--- config.mk ---
export PLATFORM = sky130hd
export DESIGN_NAME = da_fir_filter
export DESIGN_NICKNAME = d
export VERILOG_FILES = /design/src/rtl/da_fir_filter.sv
export SDC_FILE = /design/constraint.sdc
export NUM_CORES = 1
export LEC_CHECK = 0
export BUFFER_PORTS_ARGS = -buffer_cell sky130_fd_sc_hd__buf_2
export CAP_MARGIN = 30
export CORE_UTILIZATION = 62
export DETAILED_ROUTE_END_ITERATION = 10
export PLACE_DENSITY = 0.81
export SYNTH_ARGS = -nofsm -noshare
export SYNTH_HDL_FRONTEND = slang
export SYNTH_SLANG_ARGS = --single-unit
--- constraint.sdc ---
create_clock -name clk -period 8.9 [get_ports clk]
set_input_delay 1.335 -clock clk [delete_from_list [all_inputs] [get_ports clk]]
set_output_delay 1.335 -clock clk [all_outputs]
set_load 0.01 [all_outputs]
--- src/rtl/da_fir_filter.sv ---
// Bit-serial distributed-arithmetic FIR filter.
// Holds its own tap delay line and walks the samples LSB-first, one bit per enabled cycle.
// Each cycle it adds a shifted LUT partial sum to the accumulator.
// The sign-bit cycle subtracts that partial sum instead of adding it.
module da_fir_filter #(
  parameter int word_width   = 16,
  parameter int filter_order = 4,
  parameter int coef_width   = 16,
  parameter logic [filter_order*coef_width-1:0] COEFS = {filter_order{16'sd1}}
) (
  input  logic                                                   clk,
  input  logic                                                   rst,
  input  logic                                                   en,
  input  logic                                                   x_valid,
  output logic                                                   x_ready,
  input  logic [word_width-1:0]                                  x,
  output logic [word_width+coef_width+$clog2(filter_order)-1:0]  y,
  output logic                                                   y_valid
);

  localparam int unsigned OUT_W = word_width + coef_width + $clog2(filter_order);
  localparam int unsigned CNT_W = (word_width > 1) ? $clog2(word_width) : 1;
  localparam int unsigned LUT_N = 2 ** filter_order;
  localparam logic [CNT_W-1:0] LAST_BIT = CNT_W'(word_width - 1);

  typedef enum logic {IDLE, RUN} state_t;

  state_t                  state_q, state_d;
  logic [word_width-1:0]   dly_q [filter_order];
  logic [word_width-1:0]   dly_d [filter_order];
  logic [CNT_W-1:0]        cnt_q, cnt_d;
  logic [OUT_W-1:0]        acc_q, acc_d;
  logic [OUT_W-1:0]        y_q, y_d;
  logic                    y_valid_q, y_valid_d;
  logic [filter_order-1:0] addr;
  logic [OUT_W-1:0]        term;
  logic [OUT_W-1:0]        lut [LUT_N];

  // Sum of the coefficients selected by the address bits, sign-extended to OUT_W
  function automatic logic [OUT_W-1:0] lut_entry(input logic [filter_order-1:0] a);
    logic [OUT_W-1:0]      s;
    logic [coef_width-1:0] c;
    s = '0;
    for (int unsigned k = 0; k < filter_order; k++) begin
      c = COEFS[k*coef_width +: coef_width];
      if (a[k]) s = s + {{(OUT_W-coef_width){c[coef_width-1]}}, c};
    end
    return s;
  endfunction

  // Every LUT entry depends on constants only, so the table folds at elaboration
  for (genvar a = 0; a < LUT_N; a++) begin : g_lut
    localparam logic [filter_order-1:0] ADDR = a;
    assign lut[a] = lut_entry(ADDR);
  end

  // LUT address is the current bit slice across all taps; the partial sum is weighted by 2**b
  always_comb begin
    addr = '0;
    for (int unsigned k = 0; k < filter_order; k++) addr[k] = dly_q[k][cnt_q];
    term = lut[addr] << cnt_q;
  end

  assign x_ready = (state_q == IDLE) && en;
  assign y       = y_q;
  assign y_valid = y_valid_q;

  // Next-state logic: accept into the delay line, then shift/accumulate until the sign bit
  always_comb begin
    state_d   = state_q;
    dly_d     = dly_q;
    cnt_d     = cnt_q;
    acc_d     = acc_q;
    y_d       = y_q;
    y_valid_d = 1'b0;
    if (en) begin
      case (state_q)
        IDLE: begin
          if (x_valid) begin
            dly_d[0] = x;
            for (int unsigned k = 1; k < filter_order; k++) dly_d[k] = dly_q[k-1];
            state_d = RUN;
            cnt_d   = '0;
            acc_d   = '0;
          end
        end
        RUN: begin
          if (cnt_q == LAST_BIT) begin
            acc_d     = acc_q - term;
            y_d       = acc_d;
            y_valid_d = 1'b1;
            cnt_d     = '0;
            state_d   = IDLE;
          end else begin
            acc_d = acc_q + term;
            cnt_d = cnt_q + CNT_W'(1);
          end
        end
        default: state_d = IDLE;
      endcase
    end
  end

  // State registers with synchronous reset taking priority over enable and handshake
  always_ff @(posedge clk) begin
    if (rst) begin
      state_q   <= IDLE;
      for (int unsigned k = 0; k < filter_order; k++) dly_q[k] <= '0;
      cnt_q     <= '0;
      acc_q     <= '0;
      y_q       <= '0;
      y_valid_q <= 1'b0;
    end else begin
      state_q   <= state_d;
      dly_q     <= dly_d;
      cnt_q     <= cnt_d;
      acc_q     <= acc_d;
      y_q       <= y_d;
      y_valid_q <= y_valid_d;
    end
  end

endmodule

# Word-level counts from Yosys, hierarchy flattened

Memories as Yosys holds them, arrays and structs flattened.
Index checks and enable logic that the tools add are counted.

Bits in registers: 138
Bits in latches: 0
Memory bits (writable): 0
Memory bits (read-only): 544
Output and inout port bits: 36
Logic and storage cells: 46
Memories: 1

Memory list:

| memory           | depth | bits a word | read ports | clocked after memory_dff | write ports | RTL line | text |
|---|---|---|---|---|---|---|---|
| (name not given) | 16    | 34          | 1          | 0                        | 0           | 61       | `term = lut[addr] << cnt_q;` |

Add/subtract/negate cells: 3
$mul: 0
Div/mod/pow operators: 0
Magnitude comparators: 2
Eq/ne operators: 2
Shift operators: 1
Mux-type cells: 20
Bitwise logic cells: 3
Reduce and logical (&&, ||, !) cells: 5

Operator list:

| kind                | number |
|---|---|
| $mux 34             | 4 |
| $pmux 34 s2         | 1 |
| $add 34x34->34      | 1 |
| $shl 34x4->34       | 1 |
| $sub 34x34->34      | 1 |
| $bmux 1 s4          | 4 |
| $mux 4              | 2 |
| $pmux 4 s2          | 1 |
| $mux 1              | 7 |
| $reduce_and 3->1    | 2 |
| $ge 5x5->1 const B  | 1 |
| $lt 4x5->1 const B  | 1 |
| $not 4->5           | 1 |
| $add 4x1->4 const B | 1 |
| $eq 4x4->1 const B  | 1 |
| $reduce_or 3->1     | 1 |
| $ne 2x2->1 const B  | 1 |
| $not 1->1           | 2 |
| $pmux 1 s2          | 1 |
| $reduce_and 2->1    | 1 |
| $logic_and 1x1->1   | 1 |

# Logic depth before layout (Yosys ltp)

Gate-level depths: netlist of the first run.

Word-level depth: 10
Mapped depth: 25
Mapped depth without buffers: 22

# Least setup slack after synthesis of the first run

No wires, ideal clock.

Path type: register to register
Start point: reg cnt_q[0]
End point: reg acc_q[24]
Setup time: 0.122 ns
Arrival: 5.087 ns
Data required time: 8.778 ns
Slack: 3.691 ns
Stages on the path, launching flop included: 19
Path buffers: 1
Clock period less this slack: 5.209 ns
Path through: dfxtp_1 -> buf_1 -> mux4_2 -> a22oi_1 -> o21a_1 -> inv_1 -> ha_1 -> a221oi_2 -> a32oi_1 -> or2_1 -> ha_1 -> a21o_1 -> or3_1 -> o22a_1 -> a221o_1 -> nor3b_4 -> nand3b_1 -> a21o_1 -> a221o_1

Longest elaborated chain between the ends: 10

Ends and longest elaborated chain:

| what                                                    | RTL line | text |
|---|---|---|
| from (decl)                                             | 31       | `logic [CNT_W-1:0] cnt_q, cnt_d;` |
| from (signal assigned)                                  | 116      | `cnt_q <= cnt_d;` |
| $bmux 1 s4                                              | 60       | `for (int unsigned k = 0; k < filter_order; k++) addr[k] = dly_q[k][cnt_q];` |
| $mux 1 (implied by the code)                            | 60       |  |
| $not 4->5 (implied by the code)                         | 61       |  |
| $mem_v2 16x34                                           | n/a      |  |
| $mux 34 (implied by the code) (2 in series)             | 61       |  |
| $shl 34x4->34                                           | 61       |  |
| $add 34x34->34 / $sub 34x34->34 (equally long branches) | 95, 89   |  |
| $mux 34 *                                               | 88       | `if (cnt_q == LAST_BIT) begin` |
| $pmux 34 s2 *                                           | 77       | `case (state_q)` |
| to (signal assigned)                                    | 110      | `acc_q <= '0;` |
| to (signal assigned)                                    | 117      | `acc_q <= acc_d;` |
| to (decl)                                               | 32       | `logic [OUT_W-1:0] acc_q, acc_d;` |

Mark *: on every way between the ends. The rest lies on a longest branch, timed or not. The select of a mux whose other input is x is not followed.
A chain may end at the register's enable or synchronous reset.

# Final worst setup path of the first run

Start point: reg cnt_q[1]
End point: reg acc_q[24]

The elaborated chain is that of the path after synthesis.

==> impl_metrics.env, run 1 <==
export IMPL_path_cells="buf_4, mux4_1, mux2i_1, mux2i_1, and2_4, a221oi_2, a32oi_1, or2_1, ha_1, a21o_1, or3_1, o22a_1, a221o_1, nor3b_4, nand3b_1, a21o_1, a221o_1"
export IMPL_finalCritPeriodShare_pct=63.6
export IMPL_synth_edf_count=0
export IMPL_clk_pin_slew_ns=0.06
export IMPL_grt_pass1_vias=7570
export IMPL_synth_top_area_share_pct=32.0
export IMPL_cts_sinks=138
export IMPL_antenna_found_initial=0
export IMPL_min_period_ns=5.66
export IMPL_yosysWarnings=0
export IMPL_io_pins=56
export IMPL_clockBufferDepth=2
export IMPL_cp_arrival_ns=5.98
export IMPL_h_tree_depth=4
export IMPL_die_area_um2=14400
export IMPL_design_area_um2=9550
export IMPL_synthArstFlopShare_pct=0
export IMPL_rsz0062_at_grt="false"
export IMPL_cts_tree="done"
export IMPL_vias=8087
export IMPL_syn_to_final_growth_pct=10.7
export IMPL_die_width_um=120
export IMPL_vdd_ir_drop_max_v=0.000159
export IMPL_cp_max_fo=25
export IMPL_synth_seq_cells=138
export IMPL_startpoint_type="flip-flop"
export IMPL_clockRootBuffer="clkbuf_16"
export IMPL_cts_repair_resized=0
export IMPL_dpl_hpwl_um=15300
export IMPL_wl_per_cell_um=17.3
export IMPL_rows=42
export IMPL_cap_violations=0
export IMPL_slowest_delay_ns=0.59
export IMPL_powerDensity_nw_per_um2=151
export IMPL_fin_util_pct=71.3
export IMPL_clock_latency_ns=0.42
export IMPL_total_power_uw=1450
export IMPL_cts_hold_fix_buffers=0
export IMPL_postPlaceCellArea_um2=8950
export IMPL_syn_inst=1109
export IMPL_dr_pass1_iters=7
export IMPL_status="complete, no violations"
export IMPL_post_cts_buffers=0
export IMPL_grt_pass1_wl_um=37400
export IMPL_grtUsageTotal_pct=32.6
export IMPL_route_detailed_drc=0
export IMPL_netlist_area_um2=8630
export IMPL_num_antenna_cells=0
export IMPL_setup_viol=0
export IMPL_synth_seq_area_share_pct=32.0
export IMPL_antenna_left=0
export IMPL_synth_cell_types=85
export IMPL_gp_congestion=0.980
export IMPL_crit_required_ns=9.21
export IMPL_syn_num_nets=1173
export IMPL_numCtsBuffers=17
export IMPL_start_util_pct=64.4
export IMPL_crit_slowest_cell="mux4_1"
export IMPL_io_buffers=55
export IMPL_drt_iter0_drc=785
export IMPL_grt_max_degree=82
export IMPL_synth_common_cells="221 x nand2_1, 138 x dfxtp_1, 121 x a21oi_1"
export IMPL_wirelength_um=22600
export IMPL_drv_slew=0
export IMPL_overflow=0
export IMPL_place_ws_ns=3.28
export IMPL_fin_worst_skew_ns=0.00863
export IMPL_yosys_cell_count_top_type="nand2_1"
export IMPL_yosysTopAreaCell="dfxtp_1"
export IMPL_fmax_ghz=0.177
export IMPL_synth_area_per_cell_um2=7.78
export IMPL_worst_slew_pin_slew_ns=0.963
export IMPL_p_leak_uw=0.00373
export IMPL_layout_drive_gt1_share_pct=11.5
export IMPL_endpoint_kind="flip-flop"
export IMPL_worst_slack_ns=3.24
export IMPL_fin_setup_tns_ns=0
export IMPL_worstHoldPathType="reg2reg"
export IMPL_design_final_nets=1182
export IMPL_synth_area_leaders="dfxtp_1 32%, nand2_1 9.6%, a21oi_1 7.0%, ha_1 6.1%, nor2_1 4.4%"
export IMPL_synth_main_ff_cell="dfxtp_1"
export IMPL_max_slew_margin_pct=35.8
export IMPL_viasPerCell=6.19
export IMPL_die_h_um=120
export IMPL_core_area_um2=13400
export IMPL_hold_viol=0
export IMPL_crit_type="reg2reg"
-- where the power goes --
group	switching (uW)	leakage, uW	internal, uW	total (uW)
Sequential	5.82	0.00111	623	629
Combinational	69.7	0.00233	36.2	106
Clock	270	0.000281	441	711
-- per-layer routing --
layer / track usage [%] / up-vias / routed length (um)
li1: - / 3910 / -
met1: 41.9 / 3800 / 9540
met2: 54.5 / 319 / 10900
met3: 5.18 / 58 / 1490
met4: 12.8 / 0 / 703
met5: 0 / - / 0
-- critical path, delay by kind of cell (launching register included) --
family / cells / cell delay [ns]
adder cells (fa/ha/maj): 1 / 0.36
AND/OR/NAND/NOR: 5 / 1.36
multiplexers: 3 / 1.10
buffers and inverters: 1 / 0.30
AO/OA/AOI/OAI: 7 / 2.11
flip-flops: 1 / 0.31
-- cells in the final DEF, fill, tap and decap left out, types with 21 or more instances in the layout --
master / synthesis / routed
buf_2: 3 / 54
a21oi_1: 121 / 121
ha_1: 42 / 42
nand2_1: 221 / 221
xnor2_1: 35 / 35
o21ai_0: 35 / 35
a211oi_1: 27 / 27
nor2_1: 102 / 100
dfxtp_1: 138 / 138
mux2i_1: 21 / 21
inv_1: 24 / 24
-- worst paths after layout --
path	cells past startpoint	endpoint	startpoint	slack (ns)
setup / recovery	17	acc_q[24]	cnt_q[1]	3.24
hold / removal	2	y[16]	y[16]	0.45
setup reg to reg	17	acc_q[24]	cnt_q[1]	3.24
hold reg to reg	2	y[16]	y[16]	0.45
-- metrics by stage --
stage	std cells	hold WS [ns]
after global placement	1273	0.434
after global routing	1306	0.472
final	1306	0.448
after floorplan	1109	0.432
after detailed placement	1275	0.434
after CTS	1306	0.445
-- sequential cells by signal, summed over array words and instances (netlist names) --
signal	count
acc_q	34
cnt_q	4
dly_q	64
state_q	1
y	34
y_valid	1
-- cells by family (layout without fill, tap and decap cells) --
logic type               Yosys count  after routing  share of synthesized area [%]
XOR/XNOR                          50             50                           5.16
AND/OR/NAND/NOR                  441            441                           22.6
AO/OA/AOI/OAI                    296            296                           22.5
flip-flops                       138            138                           32.0
adder cells (fa/ha/maj)           44             44                           6.55
multiplexers                      37             37                           6.47
buffers and inverters            103            124                           4.74
-- cell type report --
cell class | count | area (um^2)
Multi-Input combinational cell | 868 | 5480
Fill cell | 1115 | 3850
Sequential cell | 138 | 2760
Clock buffer | 22 | 484
Timing Repair Buffer | 66 | 393
Tap cell | 176 | 220
Clock inverter | 9 | 113
Inverter | 27 | 101
No activity file was read; power rests on OpenSTA's default activity.
==> run 2, diff against run 1 <==
--- a/config.mk
+++ b/config.mk
@@ -7,9 +7,9 @@
 export LEC_CHECK = 0
 export BUFFER_PORTS_ARGS = -buffer_cell sky130_fd_sc_hd__buf_2
 export CAP_MARGIN = 30
-export CORE_UTILIZATION = 62
+export CORE_UTILIZATION = 56
 export DETAILED_ROUTE_END_ITERATION = 10
-export PLACE_DENSITY = 0.81
+export PLACE_DENSITY = 0.77
 export SYNTH_ARGS = -nofsm -noshare
 export SYNTH_HDL_FRONTEND = slang
 export SYNTH_SLANG_ARGS = --single-unit
==> constraint.sdc (replaced) <==
create_clock -name clk -period 5 [get_ports clk]
set_input_delay 0.75 -clock clk [delete_from_list [all_inputs] [get_ports clk]]
set_output_delay 0.75 -clock clk [all_outputs]
set_load 0.01 [all_outputs]
==> run 2 against run 1 <==
Cell count increased by 7.4%. Via count up 5.9%. Critical path depth is 5 higher. Register-to-register slack lost 3.3 ns. Largest power group unchanged. Fmax increased by 13%. Cell area is 13% higher. The flow now finishes with violations (setup timing). Clock power rose by 80%. Global-route usage is 2.3 points lower. Routed wire length grew 14%. Sequential power up 78%. Flip-flop and latch count did not move. Worst setup slack got worse by 3.3 ns.
==> impl_metrics.env, run 2 (synthesis results as in run 1) <==
export IMPL_rr_endpoint="acc_q[24]"
export IMPL_layout_drive_gt1_share_pct=23.9
export IMPL_endpoint_kind="flip-flop"
export IMPL_finalCritPeriodShare_pct=101
export IMPL_overflow=0
export IMPL_vdd_ir_drop_max_v=0.000401
export IMPL_grtUsageTotal_pct=30.4
export IMPL_cts_hold_fix_buffers=0
export IMPL_path_buf_inv=4
export IMPL_io_pins=56
export IMPL_clock_latency_ns=0.44
export IMPL_rows=45
export IMPL_grt_pass1_wl_um=38300
export IMPL_startpoint_type="flip-flop"
export IMPL_antenna_left=0
export IMPL_powerDensity_nw_per_um2=244
export IMPL_final_cell_mix="217 x nand2_1, 135 x dfxtp_1, 118 x a21oi_1"
export IMPL_die_width_um=126
export IMPL_hold_path_end="y[16]"
export IMPL_rsz0062_at_grt="true"
export IMPL_largest_reg_flops=64
export IMPL_wl_per_cell_um=18.3
export IMPL_cp_arrival_ns=5.35
export IMPL_slowest_delay_ns=0.38
export IMPL_viasPerCell=6.11
export IMPL_intPower_uw=1960
export IMPL_share_clk_of_total_power_pct=48.5
export IMPL_p_sw_share_pct=25.8
export IMPL_io_buffers=55
export IMPL_cp_top_family="compound AO/OA/AOI/OAI gates"
export IMPL_min_path_cells=2
export IMPL_design_final_nets=1265
export IMPL_worstHoldPathType="reg2reg"
export IMPL_die_h_um=126
export IMPL_seqPwrFrac_pct=42.4
export IMPL_numCtsBuffers=17
export IMPL_num_antenna_cells=0
export IMPL_crit_slowest_cell="a221o_1"
export IMPL_drv_slew=0
export IMPL_route_detailed_drc=0
export IMPL_fin_worst_skew_ns=0.0156
export IMPL_hold_viol=0
export IMPL_clk_pin_slew_ns=0.06
export IMPL_clockRootBuffer="clkbuf_16"
export IMPL_cp_max_fo=7
export IMPL_setup_viol=2
export IMPL_wirelength_um=25700
export IMPL_grt_max_degree=66
export IMPL_start_util_pct=57.0
export IMPL_postPlaceCellArea_um2=9450
export IMPL_p_switching_uw=681
export IMPL_mostFrequentLayoutCell="nand2_1"
export IMPL_max_slew_margin_pct=26.7
export IMPL_r2r_start="cnt_q[1]"
export IMPL_cts_tree="done"
export IMPL_core_area_um2=15100
export IMPL_drt_iter0_drc=781
export IMPL_dr_pass1_iters=6
export IMPL_p_leak_uw=0.00417
export IMPL_status="finished with violations"
export IMPL_path_cells="buf_8, buf_6, nor2b_4, a221oi_2, nor2_1, o21a_1, inv_2, ha_4, nor3_2, a221oi_4, a32oi_2, or2_1, ha_1, a21o_1, or3_1, o22a_1, a221o_1, nor3b_4, buf_6, nand3b_1, a21o_1, a221o_1"
export IMPL_worst_slew_pin_slew_ns=1.10
export IMPL_largest_register="dly_q"
export IMPL_crit_type="reg2reg"
export IMPL_h_tree_depth=4
export IMPL_cap_violations=0
export IMPL_antenna_found_initial=0
export IMPL_die_area_um2=15900
export IMPL_worst_slack_ns=-0.0285
export IMPL_dpl_hpwl_um=16300
export IMPL_min_from="y[16]"
export IMPL_design_area_um2=10800
export IMPL_gp_congestion=0.970
export IMPL_grt_pass1_vias=7709
export IMPL_reg2reg_slack_ns=-0.03
export IMPL_violations="setup timing"
export IMPL_vias=8564
export IMPL_min_period_ns=5.03
export IMPL_cts_sinks=138
export IMPL_clockBufferDepth=2
export IMPL_fmax_ghz=0.199
export IMPL_crit_required_ns=5.32
export IMPL_pwr_share_comb_pct=9.1
export IMPL_ff2ff_path_depth=22
export IMPL_place_ws_ns=-0.230
export IMPL_syn_to_final_growth_pct=25.3
export IMPL_fin_setup_tns_ns=-0.0458
[run 2: power groups by stage]
stage | Clock [uW] | Sequential (uW) | Combinational [uW]
floorplan | 0 | 1140 | 138
global route | 1340 | 1120 | 257
detailed placement | 0 | 1140 | 206
CTS | 1290 | 1120 | 210
global placement | 0 | 1140 | 202
finish | 1280 | 1120 | 241
[run 2: worst max-delay path by stage]
| stage | startpoint | cells past startpoint | endpoint |
|---|---|---|---|
| after floorplan | cnt_q[1] | 20 | acc_q[24] |
| after global placement | cnt_q[0] | 20 | acc_q[32] |
| after detailed placement | cnt_q[1] | 21 | acc_q[32] |
| after CTS | cnt_q[0] | 23 | acc_q[31] |
| after global routing | cnt_q[1] | 22 | acc_q[25] |
| final | cnt_q[1] | 22 | acc_q[24] |
[run 2: per-layer routing]
| layer | GRT usage (%) | up-vias | share of wire, % |
|---|---|---|---|
| li1 | - | 4087 | - |
| met3 | 6.80 | 66 | 6.4 |
| met2 | 50.7 | 360 | 50 |
| met4 | 11.8 | 0 | 3.0 |
| met5 | 0 | - | 0 |
| met1 | 38.1 | 4051 | 41 |
[run 2: worst min-delay path, cell delays in order (launching register included)]
cell     delay [ns]
dfxtp_1        0.31
nand2_1        0.05
nand2_1        0.04
[run 2: through the flow]
stage                     hold slack [ns]  cells  util, %  total power, uW
after global placement              0.433   1351     62.3             1350
final                               0.443   1402     71.4             2640
after global routing                0.464   1402     71.4             2710
after detailed placement            0.434   1352     62.4             1350
after floorplan                     0.432   1109        -             1280
after CTS                           0.445   1387     66.9             2620
[run 2: final cells by class]
cell class | instances | area, um^2
clock buffer | 20 | 447
clock inverter | 12 | 140
fill | 1151 | 4330
inverter | 27 | 106
multi-input combinational | 868 | 6060
sequential | 138 | 2770
tap | 188 | 235
timing repair buffer | 149 | 1060
[run 2: timing repair]
| action | CTS | global route |
|---|---|---|
| endpoints found under the setup margin | 15 | 44 |
| gates cloned | 0 | 1 |
| gates resized for setup | 13 | 104 |
| pin swaps | 3 | 37 |
| setup buffers | 3 | 14 |
